--- src/rtl/fb_scanout_if.sv ---
// Framebuffer read port plus VGA pin bundle for the scanout block.
// master: the scanout engine; slave: framebuffer memory and display side.
interface fb_scanout_if;
    logic [18:0] rd_addr;
    logic [11:0] rd_data;
    logic        hsync;
    logic        vsync;
    logic [3:0]  red;
    logic [3:0]  green;
    logic [3:0]  blue;
    logic        vblank;
    logic        frame_start;

    modport master (
        output rd_addr,
        input  rd_data,
        output hsync,
        output vsync,
        output red,
        output green,
        output blue,
        output vblank,
        output frame_start
    );

    modport slave (
        input  rd_addr,
        output rd_data,
        input  hsync,
        input  vsync,
        input  red,
        input  green,
        input  blue,
        input  vblank,
        input  frame_start
    );
endinterface

--- src/rtl/fb_scanout.sv ---
// Framebuffer scanout: VGA timing counters, one linear read per visible
// pixel, and a sync/visibility delay line matched to the read latency so
// pixel data reaches the pins in phase with hsync/vsync.
module fb_scanout #(
    parameter int unsigned H_VISIBLE  = 640,
    parameter int unsigned H_FP       = 16,
    parameter int unsigned H_SYNC     = 96,
    parameter int unsigned H_BP       = 48,
    parameter int unsigned V_VISIBLE  = 480,
    parameter int unsigned V_FP       = 10,
    parameter int unsigned V_SYNC     = 2,
    parameter int unsigned V_BP       = 33,
    parameter int unsigned RD_LATENCY = 2
) (
    input  logic          clk,
    input  logic          rst,
    fb_scanout_if.master  bus
);

    localparam int unsigned H_TOTAL  = H_VISIBLE + H_FP + H_SYNC + H_BP;
    localparam int unsigned V_TOTAL  = V_VISIBLE + V_FP + V_SYNC + V_BP;
    localparam int unsigned HS_START = H_VISIBLE + H_FP;
    localparam int unsigned HS_END   = HS_START + H_SYNC - 1;
    localparam int unsigned VS_START = V_VISIBLE + V_FP;
    localparam int unsigned VS_END   = VS_START + V_SYNC - 1;
    localparam int unsigned DEPTH    = RD_LATENCY + 1;
    localparam int          HW       = $clog2(H_TOTAL);
    localparam int          VW       = $clog2(V_TOTAL);

    logic [HW-1:0]    h_cnt;
    logic [VW-1:0]    v_cnt;
    logic [18:0]      pix_addr;
    logic             vis;
    logic             hs_n;
    logic             vs_n;
    logic [DEPTH-1:0] vis_pipe;
    logic [DEPTH-1:0] hs_pipe;
    logic [DEPTH-1:0] vs_pipe;

    // Counter-stage visibility and sync windows
    always_comb begin
        vis  = (h_cnt < HW'(H_VISIBLE)) && (v_cnt < VW'(V_VISIBLE));
        hs_n = !((h_cnt >= HW'(HS_START)) && (h_cnt <= HW'(HS_END)));
        vs_n = !((v_cnt >= VW'(VS_START)) && (v_cnt <= VW'(VS_END)));
    end

    // Raster counters and linear pixel address (increments per visible pixel, no multiply)
    always_ff @(posedge clk or posedge rst) begin
        if (rst) begin
            h_cnt    <= '0;
            v_cnt    <= '0;
            pix_addr <= '0;
        end else begin
            if (h_cnt == HW'(H_TOTAL - 1)) begin
                h_cnt <= '0;
                v_cnt <= (v_cnt == VW'(V_TOTAL - 1)) ? '0 : v_cnt + 1'b1;
            end else begin
                h_cnt <= h_cnt + 1'b1;
            end
            if (vis) begin
                pix_addr <= (pix_addr == 19'(H_VISIBLE * V_VISIBLE - 1)) ? '0 : pix_addr + 1'b1;
            end
        end
    end

    // Read address (held through blanking), vblank and frame_start, all undelayed
    always_ff @(posedge clk or posedge rst) begin
        if (rst) begin
            bus.rd_addr     <= '0;
            bus.vblank      <= 1'b0;
            bus.frame_start <= 1'b0;
        end else begin
            if (vis) begin
                bus.rd_addr <= pix_addr;
            end
            bus.vblank      <= (v_cnt >= VW'(V_VISIBLE));
            bus.frame_start <= (h_cnt == '0) && (v_cnt == '0);
        end
    end

    // Delay line covering address register plus memory latency; reset fills it with blank/inactive
    always_ff @(posedge clk or posedge rst) begin
        if (rst) begin
            vis_pipe <= '0;
            hs_pipe  <= '1;
            vs_pipe  <= '1;
        end else begin
            vis_pipe <= {vis_pipe[DEPTH-2:0], vis};
            hs_pipe  <= {hs_pipe[DEPTH-2:0], hs_n};
            vs_pipe  <= {vs_pipe[DEPTH-2:0], vs_n};
        end
    end

    // Pin register: gate read data with delayed visibility so blanking never passes rd_data
    always_ff @(posedge clk or posedge rst) begin
        if (rst) begin
            bus.red   <= '0;
            bus.green <= '0;
            bus.blue  <= '0;
            bus.hsync <= 1'b1;
            bus.vsync <= 1'b1;
        end else begin
            {bus.red, bus.green, bus.blue} <= vis_pipe[DEPTH-1] ? bus.rd_data : 12'h000;
            bus.hsync <= hs_pipe[DEPTH-1];
            bus.vsync <= vs_pipe[DEPTH-1];
        end
    end

endmodule

--- src/flat_wrapper.sv ---
// flat-port wrapper written by rule: the top's interface ports become plain ports
module fb_scanout_flat 
#(
    parameter int unsigned H_VISIBLE  = 640,
    parameter int unsigned H_FP       = 16,
    parameter int unsigned H_SYNC     = 96,
    parameter int unsigned H_BP       = 48,
    parameter int unsigned V_VISIBLE  = 480,
    parameter int unsigned V_FP       = 10,
    parameter int unsigned V_SYNC     = 2,
    parameter int unsigned V_BP       = 33,
    parameter int unsigned RD_LATENCY = 2
)
  (clk, rst, bus_rd_addr, bus_rd_data, bus_hsync, bus_vsync, bus_red, bus_green, bus_blue, bus_vblank, bus_frame_start);
  fb_scanout_if bus_i ();
  input  logic clk;
  input  logic rst;
  output wire logic [$bits(bus_i.rd_addr)-1:0] bus_rd_addr;
  input wire logic [$bits(bus_i.rd_data)-1:0] bus_rd_data;
  output wire logic [$bits(bus_i.hsync)-1:0] bus_hsync;
  output wire logic [$bits(bus_i.vsync)-1:0] bus_vsync;
  output wire logic [$bits(bus_i.red)-1:0] bus_red;
  output wire logic [$bits(bus_i.green)-1:0] bus_green;
  output wire logic [$bits(bus_i.blue)-1:0] bus_blue;
  output wire logic [$bits(bus_i.vblank)-1:0] bus_vblank;
  output wire logic [$bits(bus_i.frame_start)-1:0] bus_frame_start;
  assign bus_rd_addr = bus_i.rd_addr;
  assign bus_i.rd_data = bus_rd_data;
  assign bus_hsync = bus_i.hsync;
  assign bus_vsync = bus_i.vsync;
  assign bus_red = bus_i.red;
  assign bus_green = bus_i.green;
  assign bus_blue = bus_i.blue;
  assign bus_vblank = bus_i.vblank;
  assign bus_frame_start = bus_i.frame_start;
  fb_scanout #(.H_VISIBLE(H_VISIBLE), .H_FP(H_FP), .H_SYNC(H_SYNC), .H_BP(H_BP), .V_VISIBLE(V_VISIBLE), .V_FP(V_FP), .V_SYNC(V_SYNC), .V_BP(V_BP), .RD_LATENCY(RD_LATENCY)) u_core (.clk(clk), .rst(rst), .bus(bus_i));
endmodule
--- config.mk ---
export PLATFORM = sky130hd
export DESIGN_NAME = fb_scanout_flat
export DESIGN_NICKNAME = d
export VERILOG_FILES = /design/src/rtl/fb_scanout_if.sv /design/src/rtl/fb_scanout.sv /design/src/flat_wrapper.sv
export SDC_FILE = /design/constraint.sdc
export NUM_CORES = 1
export LEC_CHECK = 0
export CAP_MARGIN = 15
export CORE_AREA = 5 5 91 93
export CTS_CLUSTER_DIAMETER = 50
export DETAILED_ROUTE_END_ITERATION = 8
export DIE_AREA = 0 0 96 98
export PLACE_DENSITY = 0.8
export SETUP_SLACK_MARGIN = 0.2
export SYNTH_ARGS = -nofsm -noshare
export SYNTH_HDL_FRONTEND = slang
export SYNTH_SLANG_ARGS = --single-unit
--- constraint.sdc ---
create_clock -name clk -period 2.9 [get_ports clk]
set_input_delay 0.87 -clock clk [delete_from_list [all_inputs] [get_ports clk]]
set_output_delay 0.87 -clock clk [all_outputs]
set_load 0.05 [all_outputs]
==> impl_metrics.env <==
export IMPL_combPwrFrac_pct=4.8
export IMPL_switching_power_w=0.0004446
export IMPL_post_cts_repair_setup_buffers=0
export IMPL_r2r_slack_ns=0.64
export IMPL_slowest_delay_ns=0.79
export IMPL_maxSlewHeadroom_pct=55.60
export IMPL_clkTransAtPathRegs_ns=0.08
export IMPL_ys_flop_type="dfrtp_1"
export IMPL_grt_pass1_wl_um=11810
export IMPL_cts_root_buf="clkbuf_8"
export IMPL_die_x_um=96
export IMPL_hold_end="u_core.vis_pipe[1]"
export IMPL_reg2reg_from="u_core.v_cnt[5]"
export IMPL_power_density_nw_per_um2=480.9
export IMPL_status="complete, no violations"
export IMPL_avgSynthCellArea_um2=10.53
export IMPL_core_um2=7447
export IMPL_cts_hold_buf=0
export IMPL_swShare_pct=21.50
export IMPL_fin_skew_ns=0.008378
export IMPL_finalSetupViolations=0
export IMPL_track_usage_pct=15.85
export IMPL_slew_violations=0
export IMPL_synth_cell_types=48
export IMPL_yosysSeqAreaShare_pct=59.34
export IMPL_required_ns=2.03
export IMPL_r2r_cells=6
export IMPL_ys_ff_latch=83
export IMPL_grt_start_max_net_pins=54
export IMPL_io_pins=49
export IMPL_fin_crit_sh_pct=86.69
export IMPL_max_freq_mhz=397.8
export IMPL_dieArea_um2=9408
export IMPL_drc=0
export IMPL_path_max_fanout=1
export IMPL_path_buf_inv=1
export IMPL_nets=403
export IMPL_p_seq_share_pct=56.5
export IMPL_path_delay_family="buffers and inverters"
export IMPL_critPathLaunchType="register"
export IMPL_dpl_hpwl_um=4768
export IMPL_peakVddDrop_mv=0.2234
export IMPL_synthCells=334
export IMPL_leakage_nw=1.929
export IMPL_rsz0062_at_grt="no"
export IMPL_setup_tns_ns=0
export IMPL_numPortBuffers=48
export IMPL_numCtsBuffers=9
export IMPL_gp_congestion=0.8719
export IMPL_htreeDepth=3
export IMPL_tritoncts="done"
export IMPL_r2r_end="u_core.pix_addr[18]"
export IMPL_startpoint="u_core.bus.hsync"
export IMPL_synth_edff_count=0
export IMPL_vias=2562
export IMPL_clkPwrFrac_pct=38.8
export IMPL_netlist_area_um2=3517
export IMPL_maxCapViolations=0
export IMPL_cp_arrival_ns=1.64
export IMPL_worstHoldPathCells=0
export IMPL_final_cell_mix="82 x nand2_1, 75 x dfrtp_1, 48 x clkdlybuf4s50_1"
export IMPL_hold_start="u_core.vis_pipe[0]"
export IMPL_wirelength_um=6835
export IMPL_endpoint_kind="primary output"
export IMPL_antenna_found_initial=0
export IMPL_clock_sinks=83
export IMPL_fillCellCount=655
export IMPL_cp_slowest_cell="clkdlybuf4s50_1"
export IMPL_fp_row_count=32
export IMPL_grt_pass1_vias=2443
export IMPL_p_int_w=0.001623
export IMPL_hold_ws_ns=0.3509
export IMPL_final_hold_viol_count=0
export IMPL_tightest_slew_ns=0.6610
export IMPL_clkLatencyLatePin_ns=0.34
export IMPL_ant_nets=0
export IMPL_layout_min_cycle_time_ns=2.514
export IMPL_firstDrtPassIters=4
export IMPL_start_util_pct=47.23
export IMPL_syn_to_final_growth_pct=22.27
export IMPL_worstSetupPathType="reg -> out"
export IMPL_yosysWarningCount=0
export IMPL_cts_resized_gates=0
export IMPL_viasPerCell=5.218
export IMPL_layout_commonest_cell="nand2_1"
export IMPL_syn_nets=353
export IMPL_drive_gt1_share_pct=10.03
export IMPL_die_height_um=98
export IMPL_dr_first_iter_drc_count=170
export IMPL_diodes=0
export IMPL_clock_path_buffers=2
export IMPL_worstPathCellList="clkdlybuf4s50_1"
export IMPL_hp_class="reg -> reg"
export IMPL_async_reset_ff_share_pct=100.0
export IMPL_grt_overflow_total=0
export IMPL_post_drt_wl_per_cell_um=13.92
registers in the layout, indices dropped and copies added, names as in the netlist:
| register | flops |
|---|---|
| u_core.bus.hsync | 1 |
| u_core.bus.green | 4 |
| u_core.bus.red | 4 |
| u_core.vis_pipe | 3 |
| u_core.h_cnt | 10 |
| u_core.v_cnt | 10 |
| u_core.hs_pipe | 3 |
| u_core.pix_addr | 19 |
| u_core.bus.frame_start | 1 |
| u_core.bus.vblank | 1 |
| u_core.vs_pipe | 3 |
| u_core.bus.rd_addr | 19 |
| u_core.bus.vsync | 1 |
| u_core.bus.blue | 4 |
routing by layer:
metal	up-vias	GRT usage, %	routed length, µm
met2	73	24.22	3183
li1	1237	-	-
met1	1244	21.42	3100
met3	8	4.083	452
met4	0	6.346	98
met5	-	0	0
logic make-up after synthesis:
family	count (synthesis)	share of synthesized area, %
multiplexers	1	0.3201
buffers and inverters	23	2.846
adder cells (fa/ha/maj)	5	1.779
flip-flops	83	59.34
XOR/XNOR	16	3.984
AND/OR/NAND/NOR	168	24.97
AO/OA/AOI/OAI	38	6.760
area by class of cell:
cell class,instances,area [µm²],share of cell area [%]
clock inverters,4,50.05,1.164
repair buffers,51,515.5,11.99
flip-flops and latches,83,2087,48.53
multi-input cells,228,1330,30.93
clock buffers,12,145.1,3.375
well taps,102,127.6,2.968
inverters,11,45.04,1.047
metrics by stage:
| step | instances | power, W | util [%] | setup slack (ns) | instance area (µm²) |
|---|---|---|---|---|---|
| after floorplan | 334 | 0.001244 | - | 1.018 | 3521 |
| after global placement | 475 | 0.001289 | 55.12 | 0.7326 | 4105 |
| after detailed placement | 475 | 0.001290 | 55.12 | 0.6258 | 4105 |
| after CTS | 491 | 0.002100 | 57.75 | 0.3585 | 4300 |
| after global routing | 491 | 0.002157 | 57.75 | 0.3326 | 4300 |
| final | 491 | 0.002068 | 57.75 | 0.3859 | 4300 |
worst max path at each step:
stage                                      to  slack, ns  depth (start not counted)
final                               bus_hsync       0.39                          1
after global routing                bus_vsync       0.33                          1
after CTS                           bus_hsync       0.36                          1
after detailed placement  u_core.pix_addr[18]       0.63                          6
after global placement    u_core.pix_addr[12]       0.73                          6
after floorplan               u_core.v_cnt[0]       1.02                          6
power by group through the flow:
stage	sequential (W)	combinational, W	clock, W
2_1_floorplan	0.00122	0.0000227	0
3_3_place_gp	0.00119	0.0000995	0
3_5_place_dp	0.00119	0.000101	0
4_1_cts	0.00117	0.000101	0.000831
5_1_grt	0.00117	0.000107	0.000882
6_report	0.00117	0.0000987	0.000802
synthesized netlist by cell type, types with 2 or more instances:
cell type  count  area, µm²
dfstp_2        8      210.2
nand3_1       11      55.05
nor3_2         2      20.02
nor4_4         2      42.54
a22o_1         2      17.52
nor2_1        15      56.30
a31oi_1        6      37.54
nand4_1       10      62.56
a21oi_1        2      10.01
ha_1           5      62.56
o31ai_1        6      45.04
inv_1         10      37.54
nor4_1         2      12.51
and2_1        14      87.58
nand4_2        2      25.02
xnor2_1        6      52.55
nor3_1         8      40.04
and4_1         2      17.52
dfrtp_1       75       1877
or3_1          5      31.28
nand2_1       82      307.8
buf_2          4      20.02
o21ai_0       17      85.08
clkbuf_1       5      18.77
xor2_1        10      87.58
No activity file was read; power rests on OpenSTA's default activity.
